`config.mk`:
```
export PLATFORM = sky130hd
export DESIGN_NAME = writeback_sequencer
export DESIGN_NICKNAME = d
export VERILOG_FILES = /design/src/rtl/writeback_sequencer.sv
export SDC_FILE = /design/constraint.sdc
export NUM_CORES = 1
export LEC_CHECK = 0
export ABC_AREA = 1
export ABC_CLOCK_PERIOD_IN_PS = 1900
export BUFFER_PORTS_ARGS = -buffer_cell sky130_fd_sc_hd__buf_2
export CORE_ASPECT_RATIO = 0.9
export CORE_MARGIN = 2
export CORE_UTILIZATION = 50
export DETAILED_ROUTE_END_ITERATION = 8
export PLACE_DENSITY = 0.8
export SETUP_SLACK_MARGIN = 0.3
export SLEW_MARGIN = 20
export SYNTH_ARGS = -nofsm -noshare
export SYNTH_HDL_FRONTEND = slang
export SYNTH_SLANG_ARGS = --single-unit
```
`constraint.sdc`:
```
create_clock -name i_clk -period 1.9 [get_ports i_clk]
set_clock_uncertainty 0.2 [all_clocks]
set_input_delay 0.285 -clock i_clk [delete_from_list [all_inputs] [get_ports i_clk]]
set_output_delay 0.285 -clock i_clk [all_outputs]
set_load 0.01 [all_outputs]
```
`src/rtl/writeback_sequencer.sv`:
```
// -----------------------------------------------------------------------------
// writeback_sequencer
//   Serialises Y86-64 writeback onto a single register-file write port.
//   Each accepted instruction becomes zero, one or two writes. The E write
//   always goes before the M write, so popq %rsp leaves valM in the register.
//   Halt and invalid-instruction status are sticky until reset.
//
// Optional feature (compile-time macro):
//   WB_MERGE_SAME_DST_EN - when dstE == dstM the E write is skipped and only
//                          the M write (valM) issues. Final register state is
//                          the same either way.
//
// Ports:
//   i_clk, i_rst_n        clock, asynchronous active-low reset
//   i_in_valid/o_in_ready instruction handshake
//   i_icode,i_rA,i_rB     instruction code and register operands
//   i_valE,i_valM,i_cond  ALU result, memory data, cmov condition
//   o_wr_en/addr/data     register-file write port
//   o_stat                0 AOK, 1 HLT, 2 INS (sticky)
//   o_done                pulses when an instruction's last write/slot issues
// -----------------------------------------------------------------------------
module writeback_sequencer #(
  parameter int DATA_W = 64,
  parameter int REG_W  = 4
) (
  input  logic              i_clk,
  input  logic              i_rst_n,
  input  logic              i_in_valid,
  output logic              o_in_ready,
  input  logic [3:0]        i_icode,
  input  logic [REG_W-1:0]  i_rA,
  input  logic [REG_W-1:0]  i_rB,
  input  logic [DATA_W-1:0] i_valE,
  input  logic [DATA_W-1:0] i_valM,
  input  logic              i_cond,
  output logic              o_wr_en,
  output logic [REG_W-1:0]  o_wr_addr,
  output logic [DATA_W-1:0] o_wr_data,
  output logic [1:0]        o_stat,
  output logic              o_done
);

  localparam logic [REG_W-1:0] RNONE = '1;
  localparam logic [REG_W-1:0] RSP   = REG_W'(4);

  localparam logic [1:0] STAT_AOK = 2'd0;
  localparam logic [1:0] STAT_HLT = 2'd1;
  localparam logic [1:0] STAT_INS = 2'd2;

  typedef enum logic [2:0] {
    IDLE  = 3'd0,
    WR_E  = 3'd1,
    WR_M  = 3'd2,
    NOP_S = 3'd3,
    STOP  = 3'd4
  } state_t;

  state_t              r_state, w_next, w_acc_state;
  logic [REG_W-1:0]    r_dstE, r_dstM;
  logic [DATA_W-1:0]   r_valE, r_valM;
  logic [1:0]          r_stat, w_acc_stat;
  logic [REG_W-1:0]    w_dstE, w_dstM;
  logic                w_m_pend, w_ready, w_accept;

  // Destination decode straight off the input bus; only used on accept.
  always_comb begin
    w_dstE = RNONE;
    w_dstM = RNONE;
    case (i_icode)
      4'h2:             if (i_cond) w_dstE = i_rB;
      4'h3, 4'h6:       w_dstE = i_rB;
      4'h8, 4'h9, 4'hA: w_dstE = RSP;
      4'hB: begin
        w_dstE = RSP;
        w_dstM = i_rA;
      end
      4'h5:             w_dstM = i_rA;
      default: ;
    endcase
  end

  // State an instruction enters on its accept edge, and its status effect.
  always_comb begin
    w_acc_state = NOP_S;
    w_acc_stat  = r_stat;
    if (i_icode == 4'h0) begin
      w_acc_state = STOP;
      w_acc_stat  = STAT_HLT;
    end else if (i_icode >= 4'hC) begin
      w_acc_state = STOP;
      w_acc_stat  = STAT_INS;
    end else if (w_dstE != RNONE) begin
`ifdef WB_MERGE_SAME_DST_EN
      // Same destination: the E value would be overwritten anyway.
      w_acc_state = (w_dstE == w_dstM) ? WR_M : WR_E;
`else
      w_acc_state = WR_E;
`endif
    end else if (w_dstM != RNONE) begin
      w_acc_state = WR_M;
    end
  end

  assign w_m_pend = (r_dstM != RNONE);

  // A pending M write blocks acceptance so the two writes stay back to back.
  always_comb begin
    case (r_state)
      IDLE, WR_M, NOP_S: w_ready = 1'b1;
      WR_E:              w_ready = !w_m_pend;
      default:           w_ready = 1'b0;
    endcase
  end

  assign w_accept   = i_in_valid && w_ready;
  assign o_in_ready = w_ready;
  assign o_stat     = r_stat;

  // State register plus latched instruction.
  always_ff @(posedge i_clk or negedge i_rst_n) begin
    if (!i_rst_n) begin
      r_state <= IDLE;
      r_dstE  <= RNONE;
      r_dstM  <= RNONE;
      r_valE  <= '0;
      r_valM  <= '0;
      r_stat  <= STAT_AOK;
    end else begin
      r_state <= w_next;
      if (w_accept) begin
        r_dstE <= w_dstE;
        r_dstM <= w_dstM;
        r_valE <= i_valE;
        r_valM <= i_valM;
        r_stat <= w_acc_stat;
      end
    end
  end

  // Next state and Moore outputs.
  always_comb begin
    w_next    = r_state;
    o_wr_en   = 1'b0;
    o_wr_addr = RNONE;
    o_wr_data = '0;
    o_done    = 1'b0;
    case (r_state)
      IDLE: begin
        w_next = w_accept ? w_acc_state : IDLE;
      end
      WR_E: begin
        o_wr_en   = 1'b1;
        o_wr_addr = r_dstE;
        o_wr_data = r_valE;
        if (w_m_pend) begin
          w_next = WR_M;
        end else begin
          o_done = 1'b1;
          w_next = w_accept ? w_acc_state : IDLE;
        end
      end
      WR_M: begin
        o_wr_en   = 1'b1;
        o_wr_addr = r_dstM;
        o_wr_data = r_valM;
        o_done    = 1'b1;
        w_next    = w_accept ? w_acc_state : IDLE;
      end
      NOP_S: begin
        o_done = 1'b1;
        w_next = w_accept ? w_acc_state : IDLE;
      end
      STOP: begin
        w_next = STOP;
      end
      default: begin
        w_next = IDLE;
      end
    endcase
  end

endmodule

```
==> flow_summary.toml, run 1 <==
[placed_design]
port_buffers = 216
finalWeightedCongestion = 0.826
place_hpwl_um = 11300

[yosys]
synth.lib_cells_used.distinct = 22
yosys.area_share.adder_pct = 0
syn_area_per_cell_um2 = 8.43
ys_ff_latch = 141
synth.area.mux_share_pct = 0
postSynthNetCount = 884
ys_seq_area_share_pct = 56.7
synth-simple-area-share_pct = 27.6
gate_count_after_technology_mapping = 740
synth_compound_area_share_pct = 10.7
synth_flop_cell = "sky130_fd_sc_hd__dfrtp_1"
combinational_family_with_the_most_area_after_synthesis = "simple AND/OR/NAND/NOR gates"
synthArstFlopShare_pct = 100
yosys.area_share.xor_xnor_pct = 0
syn-cell-area_um2 = 6240
synth_edf_count = 0
yosys_warnings = 0

[status]
toolErrorMsg = "[ERROR DPL-0038] Utilization greater than 100%, impossible to legalize"
outcome.stop_stage = "5_1_grt"
run_status = "stopped before the end"

[global_route]
maximum_number_of_pins_on_one_net_before_global_route_repair = 46

[die]
io_pins = 217
floorplan.initialDensity_pct = 51.4
chipHeight_um = 110
fp.dieW_um = 122
placementRows = 38

[cts]
ctsRootBufferMaster = "sky130_fd_sc_hd__clkbuf_16"
cts.path.max_buffers = 2
clock_tree_sinks = 141
cts_inserted_buffers = 17
clock_tree.htree_level_count = 4

[timing]
worstEndpointGrtRepair = "o_wr_data[42]"
worst_endpoint_kind = "top-level output"
## cells by family after synthesis
group,Yosys count
AND/OR/NAND/NOR,451
flip-flops,141
AO/OA/AOI/OAI,82
buffers and inverters,66
## synthesized netlist by cell type (2+ instances only)
cell	n	area [µm²]
sky130_fd_sc_hd__buf_4	10	75.1
sky130_fd_sc_hd__inv_1	21	78.8
sky130_fd_sc_hd__nand4_1	3	18.8
sky130_fd_sc_hd__dfstp_2	8	210
sky130_fd_sc_hd__nor2_1	6	22.5
sky130_fd_sc_hd__o211ai_1	4	30.0
sky130_fd_sc_hd__a21oi_1	2	10.0
sky130_fd_sc_hd__nand3_1	5	25.0
sky130_fd_sc_hd__buf_2	20	100
sky130_fd_sc_hd__inv_2	2	7.51
sky130_fd_sc_hd__dfrtp_1	133	3330
sky130_fd_sc_hd__o21ai_0	8	40.0
sky130_fd_sc_hd__nand2_1	434	1630
sky130_fd_sc_hd__a22o_1	64	561
sky130_fd_sc_hd__clkbuf_1	13	48.8
## metrics by stage
step | setup WS [ps] | hold slack [ps] | util, % | cell area (µm²) | instances
4_1_cts | -371 | 3.09 | 93.5 | 11300 | 1330
3_3_place_gp | 24.9 | 37.1 | 62.7 | 7600 | 1094
2_1_floorplan | 248 | -211 | - | 6340 | 740
3_5_place_dp | 27.2 | 38.2 | 62.7 | 7600 | 1094
## timing repair
action / in CTS
endpoints found under the hold margin: 272
hold buffers: 134
gates resized for setup: 210
gates cloned: 34
endpoints found under the setup margin: 212
pin swaps: 92
setup buffers: 36
==> run 2, diff against run 1 <==
CORE_ASPECT_RATIO = not set   (was 0.9)
CORE_UTILIZATION = 40   (was 50)
PLACE_DENSITY = not set   (was 0.8)
PLACE_DENSITY_LB_ADDON = 0.15   (was not set)
SETUP_SLACK_MARGIN = not set   (was 0.3)
==> flow_summary.toml, run 2 <==
[cts]
cts.path.max_buffers = 2
worstSkewPairLatency_ps = 420
clock_tree_sinks = 141
ctsRootBufferMaster = "sky130_fd_sc_hd__clkbuf_16"
clkTransAtPathRegs_ps = 60
clock_tree_from_tritoncts = "built"
cts_inserted_buffers = 17
clock_tree.htree_level_count = 4

[final_layout]
final_core_utilization_pct = 65.1
finish.instance_area_um2 = 9900
layout_common_cells = "sky130_fd_sc_hd__nand2_1 (430), sky130_fd_sc_hd__buf_2 (205), sky130_fd_sc_hd__dlygate4sd3_1 (135)"
drive_gt1_share_pct = 27.2
reg_top3 = "r_valE (64), r_valM (64)"
area_growth_syn_to_fin_pct = 58.7
final_net_count = 1243
layout_commonest_cell = "sky130_fd_sc_hd__nand2_1"

[worst_setup_path]
cp_data_required_time_ps = 1410
critical_path.reg2reg.endpoint = "r_valE[58]"
criticalPathCategory = "reg2out"
critical_path.top_delay_family = "buffers and inverters"
crit_path_top_delay_cell = "sky130_fd_sc_hd__dfrtp_1"
r2r-start = "r_dstM[2]"
critical_path_peak_fanout = 18
cp_data_arrival_time_ps = 1770
r2r_setup_slack_ps = 60
critical_path.startpoint = "r_state[1]"
worstSetupEndpointType = "output port"
critPathBufInv = 4
crit_end = "o_wr_data[55]"
critical_path_cell_count = 6
critical-path-max-stage-delay_ps = 390
critical_path.cell_chain = "inv_2, nor3_4, buf_6, buf_12, a22o_1, buf_2"
timing.critical_path.from_type = "flip-flop"
worst_r2r_path_depth = 7

[yosys]
syn-cell-area_um2 = 6240
synthTopCellsByArea = "sky130_fd_sc_hd__dfrtp_1 (53%), sky130_fd_sc_hd__nand2_1 (26%), sky130_fd_sc_hd__a22o_1 (9.0%)"
netlist.top_cell.by_area = "sky130_fd_sc_hd__dfrtp_1"
postSynthNetCount = 884
synthArstFlopShare_pct = 100
post_synth_most_frequent_cells = "sky130_fd_sc_hd__nand2_1 (434), sky130_fd_sc_hd__dfrtp_1 (133), sky130_fd_sc_hd__a22o_1 (64)"
synth_edf_count = 0
gate_count_after_technology_mapping = 740
yosysMostFrequentCell = "sky130_fd_sc_hd__nand2_1"
yosysTopAreaCellShare_pct = 53.4
yosys_warnings = 0
ys_ff_latch = 141
synth_flop_cell = "sky130_fd_sc_hd__dfrtp_1"
ys_seq_area_share_pct = 56.7
synth.lib_cells_used.distinct = 22
syn_area_per_cell_um2 = 8.43

[die]
io_pins = 217
core_um2 = 15200
fp.dieW_um = 129
floorplan.initialDensity_pct = 41.0
chipHeight_um = 129
placementRows = 45
floorplan.die_area_um2 = 16600

[placed_design]
place_area_um2 = 7610
finalWeightedCongestion = 0.792
place_hpwl_um = 11600
port_buffers = 216

[job]
maxCapViolations = 0

[routing]
first_pass_iters = 4
routed-via-count = 6252
first_iter_violations = 358
vias_per_cell = 4.81
wl_per_cell_um = 15.4
antenna_violating_nets_post_route = 0
drt-total-wl_um = 20100
drt_drc_violations_left = 0

[timing]
min_period_over_period_pct = 119
worst_slew_pin_slew_ps = 415
tns_ps = -21750
setup_viol = 71
final_hold_viol_count = 0
timing.final.max_slew_violations = 0
achievable-frequency_mhz = 444
finalCriticalPeriod_ps = 2250
rsz0062_at_grt = "true"
timing.slew.headroom_pct = 72.4
post-route-worst-setup-slack_ps = -355

[worst_hold_path]
worst_hold_path_type = "in2reg"

[status]
violations_in_the_final_reports = "setup timing"
run_status = "finished with violations"

[global_route]
grtUsageTotal_pct = 23.7
maximum_number_of_pins_on_one_net_before_global_route_repair = 67
first_global_vias = 6369
grt_remaining_overflow = 0
antenna_found_initial = 1
grt_first_pass_wirelength_um = 30900

[power]
power.density_nw_per_um2 = 1450
power.leakage_nw = 5.38
ir_worst_vdd_mv = 0.938
-- run 2: how the worst min path moves through the flow --
stage                 end  startpoint  cells after the start
5_1_grt         r_dstM[2]     i_rA[2]                      5
2_1_floorplan   o_stat[0]     i_rst_n                      0
3_3_place_gp   r_valE[11]     i_rst_n                      1
6_report        r_dstM[2]     i_rA[2]                      5
4_1_cts         r_dstM[2]     i_rA[2]                      5
3_5_place_dp   r_valM[39]     i_rst_n                      1
-- run 2: cell families (layout without fill, tap and decap cells) --
group | Yosys count | count (layout) | share of synthesized area [%]
compound gates | 82 | 82 | 10.7
buf+inv | 66 | 438 | 4.98
flops | 141 | 141 | 56.7
other cells | 0 | 1 | 0
simple gates | 451 | 451 | 27.6
-- run 2: worst min-delay path: stages --
cell and delay (ps):
sky130_fd_sc_hd__buf_2 70, sky130_fd_sc_hd__inv_1 30, sky130_fd_sc_hd__nand2_1 70, sky130_fd_sc_hd__nand2_1 60
sky130_fd_sc_hd__o21ai_0 70
-- run 2: report_power, final --
group	switching, mW	internal, mW
Clock	1.26	2.02
Sequential	0.919	4.59
Combinational	3.04	2.50
-- run 2: layer usage --
layer  wire length, µm  part of all wire, %  GRT usage, %
met1              8830                   44          31.4
met2              9680                   48          38.1
met3              1280                  6.4          6.74
met4               281                  1.4          7.23
met5                 0                    0             0
-- run 2: cell type report --
cell class | instances | area (µm²)
repair buffers | 383 | 2990
clock inverters | 11 | 116
clock buffers | 21 | 470
fillers | 1234 | 5300
inverters | 23 | 101
well taps | 188 | 235
flip-flops and latches | 141 | 3540
multi-input cells | 533 | 2440
diodes | 1 | 2.50
-- run 2: timing repair --
item                                   in CTS  in global routing
resized for setup                          17                 32
buffers inserted                            3                  1
hold buffers                              135                  0
pin swaps                                   2                  5
endpoints found under the hold margin     271                  0
setup endpoints to repair                  71                204
gates cloned                                2                  4
-- run 2: per-stage QoR --
step / setup slack (ps) / std cells / power (mW) / hold slack [ps]
finish: -355 / 1301 / 14.3 / 10.7
global route: -443 / 1301 / 15.3 / 44.7
CTS: -348 / 1295 / 14.0 / 2.40
detailed placement: -0.783 / 1123 / 10.2 / 27.7
global placement: 23.8 / 1123 / 10.1 / 30.4
floorplan: 114 / 740 / 8.36 / -211
Power figures use the tool's default switching activity.
